--- config.mk ---
export PLATFORM = sky130hd
export DESIGN_NAME = ldl_solver
export DESIGN_NICKNAME = d
export VERILOG_FILES = /design/src/rtl/ldl_solver.sv
export SDC_FILE = /design/constraint.sdc
export NUM_CORES = 2
export LEC_CHECK = 0
export CAP_MARGIN = 20
export CORE_AREA = 2 2 418 420
export CTS_CLUSTER_SIZE = 12
export DETAILED_ROUTE_END_ITERATION = 10
export DIE_AREA = 0 0 420 422
export PLACE_DENSITY = 0.42
export SYNTH_ARGS = -nofsm -noshare
export SYNTH_HDL_FRONTEND = slang
export SYNTH_SLANG_ARGS = --single-unit
--- constraint.sdc ---
create_clock -name clk -period 6.78 [get_ports clk]
set_clock_uncertainty 0.1 [all_clocks]
set_input_delay 1.356 -clock clk [delete_from_list [all_inputs] [get_ports clk]]
set_output_delay 1.356 -clock clk [all_outputs]
set_load 0.01 [all_outputs]
--- src/rtl/ldl_solver.sv ---
// Solves R*x = b from an in-place LDL^T factorisation: forward substitution through
// unit-lower L, scaling by D, then back substitution through L^T, on shared ALU/divider.
module ldl_solver #(
  parameter int NUM_ROWS       = 4,
  parameter int WIDTH          = 32,
  parameter int ROW_ADDR_WIDTH = $clog2(NUM_ROWS),
  parameter int ROW_SIZE       = NUM_ROWS * WIDTH
) (
  input  logic                      clk,
  input  logic                      rst,
  input  logic                      start,
  input  logic [ROW_SIZE-1:0]       b_in,
  output logic                      finished,
  output logic [ROW_SIZE-1:0]       x_out,
  output logic [ROW_ADDR_WIDTH-1:0] row_addr,
  output logic                      row_addr_ready,
  input  logic                      row_valid,
  input  logic [ROW_SIZE-1:0]       row_out,
  output logic [ROW_ADDR_WIDTH-1:0] col_addr,
  output logic                      col_addr_ready,
  input  logic                      col_valid,
  input  logic [ROW_SIZE-1:0]       col_out,
  output logic [ROW_SIZE-1:0]       dot_product_a,
  output logic [ROW_SIZE-1:0]       dot_product_b,
  output logic [WIDTH-1:0]          dot_product_c,
  output logic [NUM_ROWS-1:0]       dot_product_enable,
  output logic                      dot_product_mode,
  input  logic                      vector_mult_alu_ready,
  input  logic                      dot_product_valid,
  input  logic [WIDTH-1:0]          dot_product_out,
  input  logic [ROW_SIZE-1:0]       d_out,
  output logic [WIDTH-1:0]          div_a,
  output logic [WIDTH-1:0]          div_b,
  output logic                      div_start,
  input  logic                      div_valid,
  input  logic [WIDTH-1:0]          div_out
);

  typedef enum logic [3:0] {
    IDLE,
    FWD_REQ,
    FWD_WAIT_ROW,
    FWD_ISSUE,
    FWD_WAIT_DOT,
    DIV_ISSUE,
    DIV_WAIT,
    BWD_REQ,
    BWD_WAIT_COL,
    BWD_ISSUE,
    BWD_WAIT_DOT,
    DONE
  } state_t;

  localparam logic [ROW_ADDR_WIDTH-1:0] LAST_IDX = ROW_ADDR_WIDTH'(NUM_ROWS - 1);

  state_t                    state_reg, state_next;
  logic [ROW_ADDR_WIDTH-1:0] idx_reg;
  logic [ROW_SIZE-1:0]       b_reg;
  logic [ROW_SIZE-1:0]       y_reg;
  logic [ROW_SIZE-1:0]       z_reg;
  logic [ROW_SIZE-1:0]       x_reg;
  logic [ROW_SIZE-1:0]       line_reg;
  logic                      finished_reg;

  logic [ROW_SIZE-1:0]       neg_y;
  logic [ROW_SIZE-1:0]       neg_x;
  logic [NUM_ROWS-1:0]       fwd_en;
  logic [NUM_ROWS-1:0]       bwd_en;
  logic [31:0]               sel_base;
  logic [WIDTH-1:0]          b_sel;
  logic [WIDTH-1:0]          y_sel;
  logic [WIDTH-1:0]          z_sel;
  logic [WIDTH-1:0]          d_sel;
  logic                      idx_last;
  logic                      idx_first;

  // Negation is a sign-bit flip; lane enables pick the strictly-lower (forward)
  // or strictly-upper (backward) part of the fetched row/column.
  genvar gi;
  generate
    for (gi = 0; gi < NUM_ROWS; gi++) begin : g_lane
      assign neg_y[gi*WIDTH +: WIDTH] = {~y_reg[gi*WIDTH + WIDTH - 1], y_reg[gi*WIDTH +: WIDTH-1]};
      assign neg_x[gi*WIDTH +: WIDTH] = {~x_reg[gi*WIDTH + WIDTH - 1], x_reg[gi*WIDTH +: WIDTH-1]};
      assign fwd_en[gi] = (ROW_ADDR_WIDTH'(gi) < idx_reg);
      assign bwd_en[gi] = (ROW_ADDR_WIDTH'(gi) > idx_reg);
    end
  endgenerate

  assign sel_base  = 32'(idx_reg) * 32'(WIDTH);
  assign b_sel     = b_reg[sel_base +: WIDTH];
  assign y_sel     = y_reg[sel_base +: WIDTH];
  assign z_sel     = z_reg[sel_base +: WIDTH];
  assign d_sel     = d_out[sel_base +: WIDTH];
  assign idx_last  = (idx_reg == LAST_IDX);
  assign idx_first = (idx_reg == '0);

  assign row_addr = idx_reg;
  assign col_addr = idx_reg;
  assign div_a    = y_sel;
  assign div_b    = d_sel;
  assign finished = finished_reg;
  assign x_out    = x_reg;

  always_ff @(posedge clk) begin
    if (!rst) begin
      state_reg <= IDLE;
    end else begin
      state_reg <= state_next;
    end
  end

  always_comb begin
    state_next         = state_reg;
    row_addr_ready     = 1'b0;
    col_addr_ready     = 1'b0;
    div_start          = 1'b0;
    dot_product_mode   = 1'b0;
    dot_product_a      = line_reg;
    dot_product_b      = neg_y;
    dot_product_c      = b_sel;
    dot_product_enable = fwd_en;

    case (state_reg)
      IDLE, DONE: begin
        if (start) state_next = FWD_REQ;
      end
      FWD_REQ: begin
        row_addr_ready = 1'b1;
        state_next     = FWD_WAIT_ROW;
      end
      FWD_WAIT_ROW: begin
        if (row_valid) state_next = FWD_ISSUE;
      end
      FWD_ISSUE: begin
        // The operation is offered only in a cycle the ALU can take it.
        if (vector_mult_alu_ready) begin
          dot_product_mode = 1'b1;
          state_next       = FWD_WAIT_DOT;
        end
      end
      FWD_WAIT_DOT: begin
        dot_product_mode = 1'b1;
        if (dot_product_valid) state_next = idx_last ? DIV_ISSUE : FWD_REQ;
      end
      DIV_ISSUE: begin
        div_start  = 1'b1;
        state_next = DIV_WAIT;
      end
      DIV_WAIT: begin
        if (div_valid) state_next = idx_last ? BWD_REQ : DIV_ISSUE;
      end
      BWD_REQ: begin
        col_addr_ready     = 1'b1;
        dot_product_b      = neg_x;
        dot_product_c      = z_sel;
        dot_product_enable = bwd_en;
        state_next         = BWD_WAIT_COL;
      end
      BWD_WAIT_COL: begin
        dot_product_b      = neg_x;
        dot_product_c      = z_sel;
        dot_product_enable = bwd_en;
        if (col_valid) state_next = BWD_ISSUE;
      end
      BWD_ISSUE: begin
        dot_product_b      = neg_x;
        dot_product_c      = z_sel;
        dot_product_enable = bwd_en;
        if (vector_mult_alu_ready) begin
          dot_product_mode = 1'b1;
          state_next       = BWD_WAIT_DOT;
        end
      end
      BWD_WAIT_DOT: begin
        dot_product_b      = neg_x;
        dot_product_c      = z_sel;
        dot_product_enable = bwd_en;
        dot_product_mode   = 1'b1;
        if (dot_product_valid) state_next = idx_first ? DONE : BWD_REQ;
      end
      default: state_next = IDLE;
    endcase
  end

  always_ff @(posedge clk) begin
    if (!rst) begin
      idx_reg      <= '0;
      b_reg        <= '0;
      y_reg        <= '0;
      z_reg        <= '0;
      x_reg        <= '0;
      line_reg     <= '0;
      finished_reg <= 1'b0;
    end else begin
      case (state_reg)
        IDLE, DONE: begin
          if (start) begin
            b_reg        <= b_in;
            idx_reg      <= '0;
            finished_reg <= 1'b0;
          end
        end
        FWD_WAIT_ROW: begin
          if (row_valid) line_reg <= row_out;
        end
        FWD_WAIT_DOT: begin
          if (dot_product_valid) begin
            y_reg[sel_base +: WIDTH] <= dot_product_out;
            idx_reg <= idx_last ? '0 : idx_reg + 1'b1;
          end
        end
        DIV_WAIT: begin
          // Index stays at the last row so the backward pass starts there.
          if (div_valid) begin
            z_reg[sel_base +: WIDTH] <= div_out;
            if (!idx_last) idx_reg <= idx_reg + 1'b1;
          end
        end
        BWD_WAIT_COL: begin
          if (col_valid) line_reg <= col_out;
        end
        BWD_WAIT_DOT: begin
          if (dot_product_valid) begin
            x_reg[sel_base +: WIDTH] <= dot_product_out;
            if (idx_first) finished_reg <= 1'b1;
            else           idx_reg      <= idx_reg - 1'b1;
          end
        end
        default: ;
      endcase
    end
  end

endmodule

==> reports/metrics.cfg <==
[global_routing]
grtUsageMet1_pct = 25.5
antenna_found_initial = 107
grt_pass1_vias = 31345
use_met2_pct = 37.4
grt_first_pass_wirelength_um = 273000
grtUsageMet3_pct = 4.54
grt_usage_pct = 22.0
grt_max_degree = 187
grt-ovfl-total = 0
busiest_layer = met2

[cells_and_area]
nets = 5257
layout-drive-gt1-share_pct = 9.68
nFillCells = 18705
post-route-util_pct = 27.2
syn_to_final_growth_pct = 49.5

[drt]
avgRoutedWirePerCell_um = 28.7
ant_nets = 0
drt_iter0_markers = 2719
post-route-drc-count = 0
totalWireLength_um = 204000
dr.pass1.iters = 7
vias = 33202
via_per_inst = 4.66

[worst_setup_path]
cpPeakStageDelay_ns = 0.73
crit_required_ns = 5.32
crit_fanout = 121
crit_path_cell_trace = and4b_1 -> a21o_4 -> buf_12 -> mux2i_1 -> clkdlybuf4s50_1
critical_path_arrival_ns = 4.01
worst_setup_path_start_kind = flop
path_class = reg -> out
cp_slowest_cell = a21o_4
ff2ff_setup_slack_ns = 2.45
cp-end-kind = primary output

[job]
cap_violations = 0

[sta]
slew_headroom_pct = 18.4
period_minus_slack_ns = 5.46
timing.final.crit_share_pct = 80.6
rsz0062_at_grt = false
tns_ns = 0
maxSlewViolCount = 0
finalHoldViolCount = 0
setup_viol = 0
max_freq_mhz = 183
worst_slew_pin_slew_ns = 1.22

[synthesis]
yosysMostFrequentCell = nand2_1
syn-num-nets = 4442
synthArstFlopShare_pct = 0
syn_area_mm2 = 0.0314
syn_avg_cell_area_um2 = 8.16
ys_types = 48
post_synth_inst_count = 3852
ys_ff_latch = 647
synth_edf_count = 0
ys_top_cells_by_area = dfxtp_1, nand2_1, mux2i_1
yosysTopAreaCell = dfxtp_1
synth-xor-area-share_pct = 0.0279
yosys.area_share.simple_pct = 22.1
synthMuxAreaShare_pct = 13.1
ys.flop_type = dfxtp_1
yosysTopAreaCellShare_pct = 41.2
seq_area_frac_synth_pct = 41.2
ys_warn_count = 0
synth_top_family_by_area = simple AND/OR/NAND/NOR gates
ys_top_cells_by_count = nand2_1, dfxtp_1, a21oi_1
synth-compound-area-share_pct = 17.3
synth_adder_area_share_pct = 0.239

[clock_network]
cts_hold_buf = 0
cts_setup_buffers = 0
numCtsBuffers = 85
clock_latency_ns = 0.67
clockRootBuffer = clkbuf_16
clk_pin_slew_ns = 0.06
cts_tree = done
cts.path.max_buffers = 3
htreeDepth = 3
cts_resized = 0
cts_sinks = 647

[power]
power_density_mw_per_mm2 = 275
ir_drop_mv = 0.263
p_leak_nw = 15.6

[floorplan]
core_area_mm2 = 0.173
die_h_um = 422
die_area_mm2 = 0.177
die_x_um = 420
io_pins = 1077
rows = 153
floorplan.initialDensity_pct = 18.2

[place]
dp_hpwl_um = 148000
gp_congestion = 0.882
io_buffers = 1076

[hold_path]
hold_path.class = reg -> reg

[status]
run_status = complete, no violations

==> final timing paths <==
kind                              from                 endpoint  cells after the start
min            z_reg[127]$_SDFFE_PN0P_  z_reg[127]$_SDFFE_PN0P_                      2
min reg2reg    z_reg[127]$_SDFFE_PN0P_  z_reg[127]$_SDFFE_PN0P_                      2
max          state_reg[3]$_SDFFE_PN0P_        dot_product_b[95]                      5
max reg2reg   col_addr[0]$_SDFFE_PN0P_   z_reg[12]$_SDFFE_PN0P_                      8
==> cell usage in the layout, fill, tap and decap left out, types with 13 or more instances in the layout <==
cell / n
o221a_2: 31
o22ai_1: 62
dfxtp_1: 643
clkbuf_8: 22
mux2i_1: 264
diode_2: 62
buf_4: 51
nor3_1: 34
a211oi_1: 20
clkbuf_1: 19
or2_2: 31
a22oi_1: 64
nand2_1: 962
clkbuf_16: 87
mux4_2: 66
nor2_1: 258
a221oi_1: 31
a211oi_2: 110
clkdlybuf4s50_1: 1076
nand3_1: 328
and3_1: 13
a21oi_1: 452
==> power breakdown <==
part | leakage [nW] | internal, W | total (W) | switching [W]
clock network | 1.41 | 0.00283 | 0.00478 | 0.00195
logic | 8.98 | 0.00158 | 0.00362 | 0.00203
registers | 5.24 | 0.00425 | 0.00453 | 0.000278
total | 15.6 | 0.00867 | 0.0129 | 0.00426
==> layout make-up <==
class / instances / area [µm²] / area share [%]
antenna: 62 / 155 / 0.330
clock buffer: 128 / 2550 / 5.43
clock inverter: 23 / 342 / 0.727
inverter: 7 / 33.8 / 0.0719
multi-input combinational: 2789 / 16700 / 35.5
sequential: 647 / 13000 / 27.6
tap: 2325 / 2910 / 6.19
timing repair buffer: 1137 / 11400 / 24.2
==> critical path, delay by kind of cell, from the launching register on <==
kind	cells	cell delay (ns)
AO/OA/AOI/OAI	1	0.73
buffers and inverters	2	1.08
flip-flops	1	0.54
multiplexers	1	0.31
AND/OR/NAND/NOR	1	0.46
==> layer usage <==
metal	routed length (µm)	share of wire, %
met4	9510	4.6
met3	12700	6.2
met1	79300	39
met5	128	0.063
met2	103000	50
==> cells by family (layout without fill, tap and decap cells) <==
family          count (synthesis)  after routing
fa+ha+maj                       6              6
xor+xnor                        1              1
mux                           330            330
other cells                     0             62
flops                         647            647
compound gates                791            791
simple gates                 1661           1661
buf+inv                       416           1295
==> per-stage QoR <==
step | area, µm² | worst slack (ns) | total power [W] | std cells | hold slack (ns)
2_1_floorplan | 31400 | 3.38 | 0.00645 | 3852 | 0.329
3_3_place_gp | 43900 | 1.76 | 0.00821 | 6904 | 0.338
3_5_place_dp | 43900 | 1.82 | 0.00826 | 6905 | 0.342
4_1_cts | 46800 | 1.15 | 0.0131 | 7056 | 0.350
5_1_grt | 47000 | 1.09 | 0.0135 | 7103 | 0.367
6_report | 47000 | 1.32 | 0.0129 | 7118 | 0.349
(Power assumes the default switching activity.)
